File: config.mk
export PLATFORM = sky130hd
export DESIGN_NAME = microsequencer
export DESIGN_NICKNAME = d
export VERILOG_FILES = /design/src/rtl/microsequencer.sv
export SDC_FILE = /design/constraint.sdc
export NUM_CORES = 1
export LEC_CHECK = 0
export CAP_MARGIN = 20
export CORE_MARGIN = 8
export CORE_UTILIZATION = 29
export CTS_BUF_LIST = sky130_fd_sc_hd__clkbuf_8 sky130_fd_sc_hd__clkbuf_16
export CTS_CLUSTER_DIAMETER = 60
export DETAILED_ROUTE_END_ITERATION = 10
export DONT_BUFFER_PORTS = 1
export HOLD_SLACK_MARGIN = 0.08
export SLEW_MARGIN = 20
export SYNTH_ARGS = -nofsm -noshare
export SYNTH_HDL_FRONTEND = slang
export SYNTH_SLANG_ARGS = --single-unit
File: constraint.sdc
create_clock -name clk -period 2.3 [get_ports clk]
set_input_delay 0.23 -clock clk [delete_from_list [all_inputs] [get_ports clk]]
set_output_delay 0.23 -clock clk [all_outputs]
set_load 0.01 [all_outputs]
File: src/rtl/microsequencer.sv
// ---------------------------------------------------------------------------
// microsequencer
//
// Steps the CPU through its microcode T-states. T0 and T1 issue the fixed
// fetch microinstructions; T2..T7 issue the word read from the microcode ROM
// at {opcode, tstate}. The sequencer latches the ALU flags on EO cycles and
// turns the jump bits of the current microinstruction into a PC-load strobe.
//
// Optional feature: define SEQ_WAIT_EN to enable device wait states. Without
// it, stall is tied low and dev_busy is ignored.
//
// Ports:
//   clk        system clock, rising edge
//   reset_n    asynchronous active-low reset
//   opcode     IR high byte, stable from T2 onward
//   rom_addr   microcode ROM address {opcode, tstate}
//   rom_data   microcode ROM data (asynchronous read)
//   alu_c/z/n  live ALU carry / zero / negative
//   dev_busy   device not ready (only with SEQ_WAIT_EN)
//   uinstr     current microinstruction, to the control decoder
//   tstate     current T-state
//   flags      latched flags {C,Z,N}
//   pc_load    jump taken in the current microinstruction
//   stall      wait state in progress
// ---------------------------------------------------------------------------
module microsequencer #(
    parameter logic [15:0] FETCH0 = 16'h0040,
    parameter logic [15:0] FETCH1 = 16'h3480
) (
    input  logic        clk,
    input  logic        reset_n,
    input  logic [7:0]  opcode,
    output logic [10:0] rom_addr,
    input  logic [15:0] rom_data,
    input  logic        alu_c,
    input  logic        alu_z,
    input  logic        alu_n,
    input  logic        dev_busy,
    output logic [15:0] uinstr,
    output logic [2:0]  tstate,
    output logic [2:0]  flags,
    output logic        pc_load,
    output logic        stall
);

    logic [2:0] tstate_reg;
    logic [2:0] tstate_next;
    logic [2:0] flags_reg;
    logic [2:0] flags_next;

    logic eo;
    logic rt;

`ifndef SEQ_WAIT_EN
    // dev_busy has no function without wait states.
    logic unused_dev_busy;
    assign unused_dev_busy = dev_busy;
`endif

    // -----------------------------------------------------------------------
    // State register
    // -----------------------------------------------------------------------
    always_ff @(posedge clk or negedge reset_n) begin
        if (!reset_n) begin
            tstate_reg <= 3'd0;
            flags_reg  <= 3'd0;
        end else begin
            tstate_reg <= tstate_next;
            flags_reg  <= flags_next;
        end
    end

    // -----------------------------------------------------------------------
    // Next-state logic
    // -----------------------------------------------------------------------
    always_comb begin
        tstate_next = tstate_reg;
        flags_next  = flags_reg;
        if (!stall) begin
            // Natural 3-bit overflow gives the T7 -> T0 wrap.
            tstate_next = rt ? 3'd0 : tstate_reg + 3'd1;
            if (eo) begin
                flags_next = {alu_c, alu_z, alu_n};
            end
        end
    end

    // -----------------------------------------------------------------------
    // Output logic
    // -----------------------------------------------------------------------
    always_comb begin
        case (tstate_reg)
            3'd0:    uinstr = FETCH0;
            3'd1:    uinstr = FETCH1;
            default: uinstr = rom_data;
        endcase

        eo = uinstr[15];
        // RT only matters once the ROM drives uinstr; the fetch words never
        // carry it, but the T-state qualifier keeps a bad parameter harmless.
        rt = !eo && uinstr[11] && (tstate_reg > 3'd1);

`ifdef SEQ_WAIT_EN
        // bus_out (14:12) only means a source when EO is clear.
        stall = dev_busy && ((!eo && (uinstr[14:12] == 3'd6)) ||
                             (uinstr[8:6] == 3'd6));
`else
        stall = 1'b0;
`endif

        // Jumps evaluate against the latched flags {C,Z,N}, never the live
        // ALU outputs, so an EO+jump word sees the previous flags.
        pc_load = !stall &&
                  ((uinstr[5] && flags_reg[2]) ||
                   (uinstr[4] && flags_reg[1]) ||
                   (uinstr[3] && !flags_reg[1] && !flags_reg[0]) ||
                   (uinstr[2] && flags_reg[0]));
    end

    assign rom_addr = {opcode, tstate_reg};
    assign tstate   = tstate_reg;
    assign flags    = flags_reg;

endmodule
# ---- Yosys cells after proc, flatten, opt, wreduce, memory -nomap -nowiden
# Cells that the tools add are included.
dict set report word_totals {
  register_bits 6
  in_bits 30
  output_inout_bits 35
}
dict set report op_classes {
  n_addsub 1
  order_cmp 1
  n_eq_ne 1
  n_mux 2
  n_reduce_logical 14
}
# operator n
set op_table {}
lappend op_table {{$pmux 16 s2} 1}
lappend op_table {{$logic_and 1x1->1} 7}
lappend op_table {{$add 3x1->3 const B} 1}
lappend op_table {{$eq 3x1->1 const B} 1}
lappend op_table {{$gt 3x1->1 const B} 1}
lappend op_table {{$logic_not 1->1} 3}
lappend op_table {{$logic_not 3->1} 1}
lappend op_table {{$logic_or 1x1->1} 3}
lappend op_table {{$mux 3} 1}

# ---- Depth between registers and ports, before layout
# Gate-level depths: netlist of run 1.
dict set report logic_depth {
  ltp_word 6
  depth_mapped 5
  mapped_depth_nobuf 5
}

# ---- Worst setup path before layout of run 1
# No wires, ideal clock.
dict set report synth_path {
  kind {register -> output}
  from {register tstate_reg[0] (netlist: tstate[0])}
  to {output port uinstr[0]}
  arrival_time_ns 1.299
  path_slack_ns 0.771
  path_stages_with_launch 6
  path_cell_list {dfrtp_1 > inv_1 > ha_1 > o21bai_4 > clkbuf_2 > and2_1}
}
dict set report synth_between {
  elab_chain_len 2
  elab_cells_between_ends 3
  classes_between {eq/ne: 1; mux: 1; reduce/logical: 1}
}
# item line
set synth_lines {}
lappend synth_lines {{start: declaration} 46} ;# logic [2:0] tstate_reg;
lappend synth_lines {{start signal: assignment} 68} ;# tstate_reg <= tstate_next;
lappend synth_lines {{$eq 3x1->1 / $logic_not 3->1 (equally long branches)} 92} ;# case (tstate_reg)
lappend synth_lines {{$pmux 16 s2 *} 92}
lappend synth_lines {{end: declaration} 39} ;# output logic [15:0] uinstr,
# Every way passes the cells marked *; elsewhere a longest branch is shown, timed or not.

# ---- Final worst setup path of run 1
dict set report layout_path {
  from {register tstate_reg[0] (netlist: tstate[0])}
  to {output port pc_load}
}
dict set report layout_between {
  elab_chain_len 6
  elab_cells_between_ends 11
  classes_between {eq/ne: 1; mux: 1; reduce/logical: 9}
}
# item line
set layout_lines {}
lappend layout_lines {{$eq 3x1->1 / $logic_not 3->1 (equally long branches)} 92}
lappend layout_lines {{$pmux 16 s2 *} 92}
lappend layout_lines {{$logic_and 1x1->1, on equally long branches} {114, 115, 116}}
lappend layout_lines {{$logic_or 1x1->1 / $logic_and 1x1->1 (equally long branches)} {114, 116}}
lappend layout_lines {{$logic_or 1x1->1} 115} ;# (uinstr[4] && flags_reg[1]) ||
lappend layout_lines {{$logic_or 1x1->1 *} 116} ;# (uinstr[3] && !flags_reg[1] && !flags_reg[0]) ||
lappend layout_lines {{end: declaration} 42} ;# output logic pc_load,
# Marks and branches as above.

==> impl_table.tex, run 1 <==
\begin{tabular}{lr}
\hline
Metric & Value \\
\hline
\multicolumn{2}{l}{\textbf{Setup path}} \\
Worst-path cell chain & inv\_1, ha\_1, o21ba\_2, a21oi\_1 \\
CP bufs+invs & 1 \\
CP max stage delay & 0.56 ns \\
Critical path fanouts, max & 8 \\
Critical path class & flip-flop to primary output \\
Data arrival time at the worst-slack endpoint & 1.64 ns \\
Crit path capture type & primary output \\
Dominant delay contributor by cell family on the critical path & flip-flops \\
Slowest cell on the critical path & dfrtp\_1 \\
Worst Path Required & 2.07 ns \\
Internal reg-to-reg setup slack & 0.60 ns \\
CP Launch Type & flip-flop \\
\multicolumn{2}{l}{\textbf{Route}} \\
Drt pass-1 iters & 4 \\
Starting DRT DRC Count & 30 \\
Number of antenna-violating nets in the routed design & 0 \\
Detailed-routed wire length on met2 & 673 microns \\
Vias & 396 \\
Highest routed layer & met4 \\
Metal1 wirelength & 486 microns \\
DR vias/cell & 4.55 \\
Routed Wire Length & 1400 microns \\
Average wire per standard cell & 16.1 microns \\
Total length of routed met3 wires & 226 microns \\
DR DRC count & 0 \\
\multicolumn{2}{l}{\textbf{Final layout}} \\
Final-layout fill cell count & 217 \\
Antenna diode instance count & 0 \\
Share of post-route cells with drive strength above 1 & 0.167 \\
Commonest cells after routing, fill and taps aside & nand2\_1 (11), and2\_1 (10), dfrtp\_1 (6) \\
P\&R area growth vs syn & -0.436\% \\
Post-route standard cell area excluding fillers & 572 sq um \\
Most frequent standard cell in the layout excluding fill and tap cells & nand2\_1 \\
Net count of the finished layout & 95 \\
\multicolumn{2}{l}{\textbf{Yosys}} \\
Number of distinct standard cells referenced by the synthesized netlist & 21 \\
Share of synthesized area spent on multiplexers & 0.0784 \\
YS warnings & 0 \\
Synthesized-area fraction occupied by adder cells & 0.0654 \\
Largest family of logic cells by synthesized area & simple AND/OR/NAND/NOR gates \\
Post-synthesis simple-gate area fraction & 0.290 \\
Cells taking the most area after synthesis & dfrtp\_1 (26\%), buf\_4 (16\%), and2\_1 (11\%), mux2\_4 (7.8\%), nand2\_1 (7.2\%) \\
Mapped Nets & 101 \\
Fraction of synthesized cell area in xor and xnor cells & 0 \\
Area of the mapped netlist & 574 sq um \\
Number of cells produced by synthesis & 68 \\
Mean instance size in the synthesized netlist & 8.45 sq um \\
Number of register bits inferred by synthesis & 6 \\
Compound-cell area share of the yosys netlist & 0.113 \\
Part of the Yosys area used for sequential elements & 0.261 \\
Area share of the largest cell type after synthesis & 0.261 \\
Cell taking the most area after synthesis & dfrtp\_1 \\
\multicolumn{2}{l}{\textbf{Power}} \\
Cell area power density & 1690 nW/um\^{}2 \\
Peak supply drop & 0.000464 V \\
Leakage component of the power & 0.276 nW \\
\multicolumn{2}{l}{\textbf{STA}} \\
Final Hold Violating Endpoints & 0 \\
Setup-violating endpoint count in the final report & 0 \\
Ratio of final minimum period to clock period & 0.812 \\
Final count of pins violating max slew & 0 \\
Post-route setup TNS & 0 ns \\
Achievable frequency & 536 MHz \\
Unrepaired setup endpoints after global routing & false \\
Time the final worst path needs with I/O delays and setup & 1.87 ns \\
Worst hold slack across all endpoints & 0.158 ns \\
Final clock skew & 0.00178 ns \\
Worst-case setup margin in the final layout & 0.433 ns \\
\multicolumn{2}{l}{\textbf{Run}} \\
Number of max-cap violations & 0 \\
\multicolumn{2}{l}{\textbf{Clocking}} \\
Sink Count & 6 \\
Root Driver & clkbuf\_8 \\
Total clock buffers created by CTS & 3 \\
Number of H-tree levels & 1 \\
Clock tree from TritonCTS & yes \\
Clock-pin slew reported for the worst setup and hold paths after clock tree synthesis & 0.03 ns \\
Buffer count from post-CTS setup fixing & 0 \\
Insertion delay of the later-clocked pin in the worst-skew pair & 0.22 ns \\
Number of buffers on the longest clock path & 2 \\
\multicolumn{2}{l}{\textbf{Floorplanning}} \\
Die X & 60.5 microns \\
Die area & 3660 sq um \\
Initial core utilization & 0.299 \\
Die extent in y & 60.5 microns \\
Num ports & 65 \\
Cell Rows & 16 \\
Core Region & 1920 sq um \\
\multicolumn{2}{l}{\textbf{Global routing}} \\
Number of antenna violations at the first check in global routing & 0 \\
Aggregate global routing overflow & 0 \\
Pin count of the biggest net entering global routing & 12 \\
Number of global-route vias before repair & 434 \\
Global-route total usage across every layer & 0.0762 \\
First-pass GRT wire length & 2100 microns \\
\multicolumn{2}{l}{\textbf{Outcome}} \\
Status & completed \\
\multicolumn{2}{l}{\textbf{Place}} \\
DP HPWL & 1220 microns \\
Placer's final routability congestion estimate & 0.695 \\
Placed inst area & 520 sq um \\
Count of buffers inserted at the top-level ports & 0 \\
Post-Place Setup Slack & 0.583 ns \\
\multicolumn{2}{l}{\textbf{Hold path}} \\
Path category of the worst min-delay check & input pin to flip-flop \\
\hline
\end{tabular}
cell usage after synthesis:
library cell  number
o31a_1             1
nor2_1             4
conb_1             1
o21ai_0            1
nor3_1             2
dfrtp_1            6
buf_4             12
o31ai_1            1
and2_1            10
mux2_4             3
ha_1               3
inv_1              3
a222oi_1           1
a21oi_1            1
clkbuf_2           1
nand2_1           11
nand3b_1           1
o21bai_4           1
o21ba_2            1
nand2b_1           3
nand2_4            1
cell families after synthesis:
group | count (synthesis)
AOI/OAI and AO/OA | 7
adders and majority gates | 3
buffers and inverters | 16
DFF | 6
muxes | 3
other | 1
and+or+nand+nor | 32
report_power, final:
| part | leakage [nW] | internal [W] | switching, W |
|---|---|---|---|
| logic | 0.183 | 0.000227 | 0.000324 |
| clock network | 0.0216 | 0.000112 | 0.0000413 |
| registers | 0.0716 | 0.000159 | 0.000103 |
metal layers:
layer / vias to the layer above / track usage
met5: - / 0
met4: 0 / 0.0598
met3: 4 / 0.0466
met2: 23 / 0.123
met1: 179 / 0.0676
li1: 190 / -
final timing paths:
path,startpoint,end,depth (start not counted)
worst min-delay path,alu_z,flags[1]$_DFFE_PN0P_,1
worst min register to register,flags[2]$_DFFE_PN0P_,flags[2]$_DFFE_PN0P_,1
worst max register to register,tstate[0]$_DFF_PN0_,flags[0]$_DFFE_PN0P_,5
worst max-delay path,tstate[0]$_DFF_PN0_,pc_load,4
min in group asynchronous,reset_n,tstate[1]$_DFF_PN0_,1
max in group asynchronous,reset_n,flags[2]$_DFFE_PN0P_,1
worst register-to-register path, stage by stage (launching register included):
cell	delay, ns
dfrtp_1	0.56
inv_1	0.08
ha_1	0.26
o21bai_4	0.26
nand2_4	0.11
mux2_4	0.30
timing repair:
action | in CTS | in global routing
gates resized for setup | 0 | 0
endpoints found under the setup margin | 0 | 0
hold buffers | 1 | 0
endpoints found under the hold margin | 6 | 0
final cells by class:
type	count	area, sq um	share of cell area
Clock buffer	3	41.3	0.0722
Inverter	3	11.3	0.0197
Multi-Input combinational cell	46	318	0.556
Sequential cell	6	150	0.263
Tap cell	27	33.8	0.0591
Timing Repair Buffer	2	17.5	0.0306
per-stage QoR:
| step | utilization | power, W | instances |
|---|---|---|---|
| finish | 0.298 | 0.000967 | 87 |
| floorplan | - | 0.000776 | 68 |
| global route | 0.298 | 0.00106 | 87 |
| CTS | 0.298 | 0.000993 | 87 |
| global placement | 0.271 | 0.000816 | 83 |
| detailed placement | 0.271 | 0.000830 | 83 |
Power figures use the tool's default switching activity.
==> run 2, diff against run 1 <==
Clock period 2.3 ns to 1.6 ns, I/O delays scaled along.
==> impl_table.tex, run 2 (same netlist as run 1, synthesis figures left out) <==
\begin{tabular}{lr}
\hline
Metric & Value \\
\hline
\multicolumn{2}{l}{\textbf{Global routing}} \\
First-pass GRT wire length & 2250 microns \\
Number of antenna violations at the first check in global routing & 0 \\
Number of global-route vias before repair & 487 \\
Aggregate global routing overflow & 0 \\
Global-route total usage across every layer & 0.0819 \\
Pin count of the biggest net entering global routing & 10 \\
\multicolumn{2}{l}{\textbf{STA}} \\
Setup-violating endpoint count in the final report & 0 \\
Final Hold Violating Endpoints & 0 \\
Achievable frequency & 658 MHz \\
Unrepaired setup endpoints after global routing & false \\
Final count of pins violating max slew & 0 \\
Post-route setup TNS & 0 ns \\
Ratio of final minimum period to clock period & 0.950 \\
Time the final worst path needs with I/O delays and setup & 1.52 ns \\
Worst hold slack across all endpoints & 0.0887 ns \\
Final clock skew & 0.00103 ns \\
\multicolumn{2}{l}{\textbf{Route}} \\
Starting DRT DRC Count & 23 \\
Drt pass-1 iters & 4 \\
Routed Wire Length & 1520 microns \\
Average wire per standard cell & 16.0 microns \\
DR DRC count & 0 \\
Number of antenna-violating nets in the routed design & 0 \\
DR vias/cell & 4.60 \\
Vias & 437 \\
\multicolumn{2}{l}{\textbf{Place}} \\
DP HPWL & 1280 microns \\
Placed inst area & 551 sq um \\
Count of buffers inserted at the top-level ports & 0 \\
Placer's final routability congestion estimate & 0.705 \\
\multicolumn{2}{l}{\textbf{Setup path}} \\
Critical path class & flip-flop to primary output \\
Critical path fanouts, max & 9 \\
Endpoint of the lowest-slack register-to-register path & flags[2]\$\_DFFE\_PN0P\_ \\
Cells on worst reg2reg path & 4 \\
Internal reg-to-reg setup slack & 0.26 ns \\
Startpoint of the most critical register-to-register path & tstate[0]\$\_DFF\_PN0\_ \\
Crit path capture type & primary output \\
Critical path endpoint & uinstr[1] \\
Worst Path Required & 1.44 ns \\
CP Launch Type & flip-flop \\
Worst setup path startpoint & tstate[0]\$\_DFF\_PN0\_ \\
Data arrival time at the worst-slack endpoint & 1.36 ns \\
\multicolumn{2}{l}{\textbf{Final layout}} \\
Antenna diode instance count & 0 \\
Post-route standard cell area excluding fillers & 654 sq um \\
Commonest cells after routing, fill and taps aside & nand2\_1 (11), buf\_4 (7), and2\_1 (6) \\
Net count of the finished layout & 103 \\
P\&R area growth vs syn & 13.9\% \\
Storage cell area & 151 sq um \\
Final-layout fill cell count & 207 \\
Area occupied by multi-input gates & 333 sq um \\
Share of post-route cells with drive strength above 1 & 0.353 \\
Most frequent standard cell in the layout excluding fill and tap cells & nand2\_1 \\
\multicolumn{2}{l}{\textbf{Floorplanning}} \\
Die extent in y & 60.5 microns \\
Die area & 3660 sq um \\
Num ports & 65 \\
Initial core utilization & 0.299 \\
Cell Rows & 16 \\
Core Region & 1920 sq um \\
Die X & 60.5 microns \\
\multicolumn{2}{l}{\textbf{Clocking}} \\
Clock tree from TritonCTS & yes \\
Clock-pin slew reported for the worst setup and hold paths after clock tree synthesis & 0.03 ns \\
Sink Count & 6 \\
Root Driver & clkbuf\_8 \\
Total clock buffers created by CTS & 3 \\
Number of H-tree levels & 1 \\
Insertion delay of the later-clocked pin in the worst-skew pair & 0.22 ns \\
Number of buffers on the longest clock path & 2 \\
\multicolumn{2}{l}{\textbf{Hold path}} \\
Path category of the worst min-delay check & input pin to flip-flop \\
\multicolumn{2}{l}{\textbf{Power}} \\
Peak supply drop & 0.000787 V \\
Cell Int Power & 0.000897 W \\
Switching pwr & 0.000727 W \\
Part of the power in registers & 0.206 \\
Cell area power density & 2480 nW/um\^{}2 \\
Switching fraction of total power & 0.448 \\
Comb power frac & 0.659 \\
Leakage component of the power & 0.320 nW \\
Clock network fraction of total power & 0.135 \\
\multicolumn{2}{l}{\textbf{Run}} \\
Number of max-cap violations & 0 \\
\multicolumn{2}{l}{\textbf{Outcome}} \\
Status & completed \\
\hline
\end{tabular}
## run 2: area by class of cell
| cell class | count | area share |
|---|---|---|
| Inverter | 3 | 0.0172 |
| Sequential cell | 6 | 0.231 |
| Timing Repair Buffer | 10 | 0.128 |
| Clock buffer | 3 | 0.0631 |
| Multi-Input combinational cell | 46 | 0.509 |
| Tap cell | 27 | 0.0516 |
## run 2: worst min-delay path by stage
| stage | from | endpoint | slack [ns] | cells after the start |
|---|---|---|---|---|
| after global routing | alu_z | flags[1]$_DFFE_PN0P_ | 0.08 | 1 |
| final | alu_z | flags[1]$_DFFE_PN0P_ | 0.09 | 1 |
| after floorplan | reset_n | flags[0]$_DFFE_PN0P_ | -0.14 | 0 |
| after detailed placement | reset_n | tstate[1]$_DFF_PN0_ | -0.14 | 0 |
| after CTS | alu_n | flags[0]$_DFFE_PN0P_ | 0.08 | 1 |
| after global placement | reset_n | tstate[1]$_DFF_PN0_ | -0.14 | 0 |
## run 2: routing by layer
layer	up-vias	wire, microns	share of wire	global-route usage
li1	208	-	-	-
met1	200	513	0.34	0.0677
met2	25	777	0.51	0.148
met3	4	217	0.14	0.0403
met4	0	10	0.0066	0.0598
met5	-	0	0	0
## run 2: critical path: stages (launching register included)
cell and delay (ns):
dfrtp_2 0.40, ha_2 0.22, o21bai_4 0.19, buf_6 0.14
and2_1 0.18
## run 2: what timing repair did
action | 4_1_cts | 5_1_grt
cloned | 0 | 0
buffers inserted | 2 | 1
hold buffers | 1 | 1
hold endpoints to repair | 6 | 1
endpoints found under the setup margin | 10 | 10
gates resized for setup | 3 | 5
pin swaps | 1 | 0
## run 2: metrics by stage
step                       util  power, W  cells  setup slack [ns]
after detailed placement  0.286   0.00129     87             0.104
after CTS                 0.324   0.00158     93            0.0124
final                     0.340   0.00162     95            0.0797
after floorplan               -   0.00112     68             0.141
after global placement    0.286   0.00127     87             0.136
after global routing      0.340   0.00178     95            0.0176
## run 2: power by group through the flow
stage                     Clock (W)  Combinational, W  Sequential [W]
after global placement            0          0.000924        0.000342
after floorplan                   0          0.000756        0.000359
after global routing       0.000248           0.00118        0.000346
after detailed placement          0          0.000946        0.000348
after CTS                  0.000229           0.00102        0.000337
final                      0.000220           0.00107        0.000334
